File: config.mk
export PLATFORM = sky130hd
export DESIGN_NAME = band_mixer
export DESIGN_NICKNAME = d
export VERILOG_FILES = /design/src/rtl/band_mixer.sv
export SDC_FILE = /design/constraint.sdc
export NUM_CORES = 1
export LEC_CHECK = 0
export ABC_CLOCK_PERIOD_IN_PS = 7200
export CAP_MARGIN = 10
export CORE_UTILIZATION = 35
export DETAILED_ROUTE_END_ITERATION = 6
export SLEW_MARGIN = 20
export SYNTH_ARGS = -nofsm -noshare
export SYNTH_HDL_FRONTEND = slang
export SYNTH_SLANG_ARGS = --single-unit
File: constraint.sdc
create_clock -name clk -period 7.2 [get_ports clk]
set_clock_uncertainty 0.1 [all_clocks]
set_input_delay 2.16 -clock clk [delete_from_list [all_inputs] [get_ports clk]]
set_output_delay 2.16 -clock clk [all_outputs]
set_load 0.01 [all_outputs]
File: src/rtl/band_mixer.sv
// band_mixer: three-band synthesis mixer.
// Each accepted low/mid/high triple is scaled by its per-band gain on one
// shared multiplier (one band per cycle), summed, then rounded half-up and
// saturated back to a signed AUDIO_DEPTH-bit sample.
//
// Ports:
//   clk, reset               clock (rising edge), synchronous active-high reset
//   sample_valid/ready       triple handshake; ready only in IDLE
//   low/mid/high_band        signed band samples
//   gain_wr_en/sel/wr_data   staging gain write (sel 0=low 1=mid 2=high 3=none)
//   audio_out                signed mixed sample, held between updates
//   out_valid                one-cycle pulse when audio_out updates
//   clip                     one-cycle pulse with out_valid when clamped
module band_mixer #(
    parameter int unsigned AUDIO_DEPTH = 16,
    parameter int unsigned GAIN_WIDTH  = 8,
    parameter int unsigned GAIN_FRAC   = 6,
    parameter int unsigned ACC_WIDTH   = 28
) (
    input  logic                          clk,
    input  logic                          reset,
    input  logic                          sample_valid,
    output logic                          sample_ready,
    input  logic signed [AUDIO_DEPTH-1:0] low_band,
    input  logic signed [AUDIO_DEPTH-1:0] mid_band,
    input  logic signed [AUDIO_DEPTH-1:0] high_band,
    input  logic                          gain_wr_en,
    input  logic [1:0]                    gain_sel,
    input  logic [GAIN_WIDTH-1:0]         gain_wr_data,
    output logic signed [AUDIO_DEPTH-1:0] audio_out,
    output logic                          out_valid,
    output logic                          clip
);

    localparam int unsigned PROD_W = AUDIO_DEPTH + GAIN_WIDTH + 1;
    localparam int unsigned RND_W  = ACC_WIDTH - GAIN_FRAC;

    localparam logic [GAIN_WIDTH-1:0]        UNITY = GAIN_WIDTH'(1 << GAIN_FRAC);
    localparam logic signed [ACC_WIDTH-1:0]  HALF  = ACC_WIDTH'(1 << (GAIN_FRAC - 1));
    localparam logic signed [RND_W-1:0]      MAX_V = RND_W'((1 << (AUDIO_DEPTH - 1)) - 1);
    localparam logic signed [RND_W-1:0]      MIN_V = ~MAX_V;

    typedef enum logic [2:0] {
        IDLE  = 3'd0,
        MUL_L = 3'd1,
        MUL_M = 3'd2,
        MUL_H = 3'd3,
        SAT   = 3'd4
    } state_t;

    state_t state;
    state_t next_state;

    logic [GAIN_WIDTH-1:0]         stg_low, stg_mid, stg_high;
    logic [GAIN_WIDTH-1:0]         act_low, act_mid, act_high;
    logic signed [AUDIO_DEPTH-1:0] band_low, band_mid, band_high;
    logic signed [ACC_WIDTH-1:0]   acc;

    logic signed [AUDIO_DEPTH-1:0] mul_band;
    logic [GAIN_WIDTH-1:0]         mul_gain;
    logic signed [GAIN_WIDTH:0]    gain_ext;
    logic signed [PROD_W-1:0]      product;
    logic signed [ACC_WIDTH-1:0]   prod_ext;
    logic signed [ACC_WIDTH-1:0]   acc_rnd;
    logic signed [RND_W-1:0]       rounded;
    logic signed [AUDIO_DEPTH-1:0] sat_val;
    logic                          sat_clip;

    // State register; ready is registered from the next state so it is high exactly in IDLE.
    always_ff @(posedge clk) begin
        if (reset) begin
            state        <= IDLE;
            sample_ready <= 1'b1;
        end else begin
            state        <= next_state;
            sample_ready <= (next_state == IDLE);
        end
    end

    // Next-state sequencing: one multiply per band, then a saturate cycle.
    always_comb begin
        next_state = state;
        case (state)
            IDLE:    if (sample_valid) next_state = MUL_L;
            MUL_L:   next_state = MUL_M;
            MUL_M:   next_state = MUL_H;
            MUL_H:   next_state = SAT;
            SAT:     next_state = IDLE;
            default: next_state = IDLE;
        endcase
    end

    // Shared multiplier operand select; gain is zero-extended so it multiplies as signed.
    always_comb begin
        mul_band = band_low;
        mul_gain = act_low;
        case (state)
            MUL_M: begin
                mul_band = band_mid;
                mul_gain = act_mid;
            end
            MUL_H: begin
                mul_band = band_high;
                mul_gain = act_high;
            end
            default: ;
        endcase
        gain_ext = {1'b0, mul_gain};
        product  = PROD_W'(mul_band) * PROD_W'(gain_ext);
        prod_ext = ACC_WIDTH'(product);
    end

    // Round half up, arithmetic shift, clamp to the output range.
    always_comb begin
        acc_rnd  = acc + HALF;
        rounded  = RND_W'(acc_rnd >>> GAIN_FRAC);
        sat_val  = AUDIO_DEPTH'(rounded);
        sat_clip = 1'b0;
        if (rounded > MAX_V) begin
            sat_val  = AUDIO_DEPTH'(MAX_V);
            sat_clip = 1'b1;
        end else if (rounded < MIN_V) begin
            sat_val  = AUDIO_DEPTH'(MIN_V);
            sat_clip = 1'b1;
        end
    end

    // Datapath: gain staging, capture/snapshot on accept, accumulate, output register.
    always_ff @(posedge clk) begin
        if (reset) begin
            stg_low   <= UNITY;
            stg_mid   <= UNITY;
            stg_high  <= UNITY;
            act_low   <= UNITY;
            act_mid   <= UNITY;
            act_high  <= UNITY;
            band_low  <= '0;
            band_mid  <= '0;
            band_high <= '0;
            acc       <= '0;
            audio_out <= '0;
            out_valid <= 1'b0;
            clip      <= 1'b0;
        end else begin
            out_valid <= 1'b0;
            clip      <= 1'b0;

            if (gain_wr_en) begin
                case (gain_sel)
                    2'd0:    stg_low  <= gain_wr_data;
                    2'd1:    stg_mid  <= gain_wr_data;
                    2'd2:    stg_high <= gain_wr_data;
                    default: ;
                endcase
            end

            case (state)
                IDLE: begin
                    // Snapshot reads staging before any same-cycle write lands.
                    if (sample_valid) begin
                        band_low  <= low_band;
                        band_mid  <= mid_band;
                        band_high <= high_band;
                        act_low   <= stg_low;
                        act_mid   <= stg_mid;
                        act_high  <= stg_high;
                    end
                end
                MUL_L:   acc <= prod_ext;
                MUL_M:   acc <= acc + prod_ext;
                MUL_H:   acc <= acc + prod_ext;
                SAT: begin
                    audio_out <= sat_val;
                    out_valid <= 1'b1;
                    clip      <= sat_clip;
                end
                default: ;
            endcase
        end
    end

endmodule

==> out/metrics.yaml <==
top_usage_layer: "met2"
gr-total-overflow: 0
worstHoldEndpoint: "act_high[0]"
synth-simple-area-share_pct: 19.7
synth_area_um2: 12200
worst-path-buf-inv: 8
maxCapViolations: 0
crit_path_max_incr_delay_ns: 0.55
holdPathStages: 2
crit_family: "adder cells"
cts_num_sinks: 146
hp-class: "flip-flop to flip-flop"
violations: "design-rule violations"
critPathMaxFanout: 8
dieHeight_um: 189
synthTopCellsByCount: "272 x nand2_1, 169 x nor2_1, 164 x inv_1"
yosysWarnings: 0
wl_um: 31700
relSlewSlack_pct: 28.4
syn_avg_cell_area_um2: 7.98
grt_antenna_before_repair: 1
ys_types: 72
cts_buffers: 17
grt_util_met2_pct: 30.3
synth_mux_area_share_pct: 3.87
synth_top_family_by_area: "adder cells"
grt_use_met1_pct: 24.1
core-area_um2: 33900
antennaDiodeCount: 0
dp_hpwl_um: 23800
area_delta_synth_final_pct: 28.2
final_nets: 1961
worstHoldStart: "stg_high[0]"
crit_arrival_ns: 7.31
yosys_most_used_dff: "dfxtp_1"
drc: 3
synth_top_area_cell: "dfxtp_1"
p_per_area_nw_per_um2: 191
period_share_pct: 97.8
cts-root-buf: "clkbuf_16"
synth.net_count: 1773
synthXorXnorAreaFrac_pct: 3.95
synth-edff-count: 0
drt_iter0_markers: 457
reg2reg_to: "acc[27]"
ys_ff_latch: 146
start_util_pct: 36.0
cts.reportedPaths.clkPinSlew_ns: 0.08
gp_congestion: 0.854
timing.fmax_mhz: 142
r2r_cells: 31
clock_path_buffers: 2
async_flop_share_pct: 0
fill_cells: 3327
tightest_slew_ns: 1.07
first_pass_iters: 7
wl_per_cell_um: 14.6
synth.most_common_cell: "nand2_1"
h-tree-depth: 4
drive_gt1_share_pct: 16.7
outcome: "finished with violations"
ant_nets: 0
fin_area_um2: 15600
synth_compound_area_share_pct: 16.1
final_max_slew_viol_count: 0
ir_drop_uv: 168
syn_inst: 1528
grt_usage_pct: 18.0
via_count: 10776
reg2reg_slack_ns: 0.16
cp-end-kind: "flip-flop"
crit_type: "flip-flop to flip-flop"
rsz0062_at_grt: "true"
cp_common_cell: "fa_1"
netlist.area_leader.share_pct: 24.0
crit_slowest_cell: "fa_1"
via_per_inst: 4.95
seq_area_um2: 2930
ys_seq_area_share_pct: 24.0
io_pins: 81
grt_pass1_vias: 10688
multi_input_area_um2: 8850
crit_path_start_kind: "flip-flop"
dieArea_um2: 35600
clock_latency_ns: 0.45
period_minus_slack_ns: 7.04
final_util_pct: 46.2
power_uw: 2990
post_dp_cell_area_um2: 14300
leakage_uw: 0.00701
synthAdderAreaFrac_pct: 25.1
grt_pass1_wl_um: 52600
crit_required_ns: 7.47
grt_start_max_net_pins: 103
setup_viol: 0
die-width_um: 189
cts_tree: "built"
synthTopCellsByArea: "dfxtp_1 24%, fa_1 17%, nand2_1 8.4%, ha_1 8.2%, a21oi_1 5.3%"
hold_violations: 0
rows: 67
numPortBuffers: 80
grtUsageMet3_pct: 3.00
r2r-start: "state[0]"
[worst reg2reg max path, delay by kind of cell, from the launching register on]
kind | cells | cell delay, ns
buffers and inverters | 8 | 0.87
xor gates and xnor gates | 1 | 0.19
adders and majority gates | 6 | 2.63
DFF | 1 | 0.43
muxes | 1 | 0.18
and+or+nand+nor | 6 | 0.99
AOI/OAI and AO/OA | 9 | 1.59
[worst max path at each step]
| stage | slack (ns) | cells after the start | startpoint | end |
|---|---|---|---|---|
| floorplan | 0.03 | 29 | state[0] | acc[20] |
| global placement | -0.07 | 28 | state[0] | acc[27] |
| detailed placement | -0.24 | 28 | state[0] | acc[20] |
| CTS | 0.002 | 30 | state[2] | acc[25] |
| global route | -0.16 | 31 | state[2] | acc[27] |
| finish | 0.16 | 31 | state[0] | acc[27] |
[cells in the final DEF, fill, tap and decap left out, drive strengths merged, types with 6 or more instances in the layout]
master,n
nor2,170
o211ai,23
clkinv,7
o21a,20
nand2b,12
o21bai,6
a31oi,7
o21ai,41
or3,6
nand2,272
nor2b,11
nand4,6
inv,171
buf,155
a311oi,9
nand3b,8
ha,80
clkdlybuf4s50,79
mux2i,46
fa,103
a211oi,12
a21oi,132
xnor2,35
nor3,18
xor2,20
dfxtp,146
a21o,17
or2,8
and3,10
nand3,21
clkbuf,18
[logic make-up after synthesis]
logic type      count (synthesis)
compound gates                306
xor+xnor                       55
fa+ha+maj                     183
buf+inv                       232
flops                         146
mux                            47
simple gates                  559
[through the flow]
stage | setup TNS (ns) | cells | hold slack [ns] | setup slack (ns)
after CTS | 0 | 2157 | 0.348 | 0.00250
after global routing | -0.620 | 2177 | 0.373 | -0.163
after global placement | -0.302 | 2117 | 0.340 | -0.0659
final | 0 | 2177 | 0.343 | 0.156
after floorplan | 0 | 1528 | 0.331 | 0.0271
after detailed placement | -1.23 | 2117 | 0.346 | -0.239
[flip-flops by register name, summed over array words and instances (netlist names), 8 cells and up]
signal,flops
act_mid,8
band_high,16
acc,28
act_high,8
audio_out,16
stg_low,8
stg_mid,8
band_mid,16
band_low,16
stg_high,8
act_low,8
[report_power, final]
group / switching [uW] / total [uW] / internal, uW
Sequential: 90.3 / 976 / 886
Clock: 454 / 925 / 471
Combinational: 596 / 1080 / 488
Total: 1140 / 2990 / 1840
[layer usage]
layer	routed length (um)	share of wire (%)
met1	15200	48
met2	15000	47
met3	1090	3.4
met4	407	1.3
met5	0	0
[area by class of cell]
type                            instances  share of cell area [%]
Clock inverter                         15                    1.18
Inverter                              164                    3.94
Clock buffer                           17                    2.72
Sequential cell                       146                    18.7
Timing Repair Buffer                  237                    13.2
Multi-Input combinational cell       1150                    56.6
Tap cell                              448                    3.59
[what timing repair did]
item / 4_1_cts / 5_1_grt
cloned: 1 / 1
buffers inserted: 7 / 19
hold buffers: 0 / 0
setup endpoints to repair: 7 / 11
gates resized for setup: 24 / 79
pin swaps: 7 / 42
Note: power is estimated with default switching activity, not from simulation.
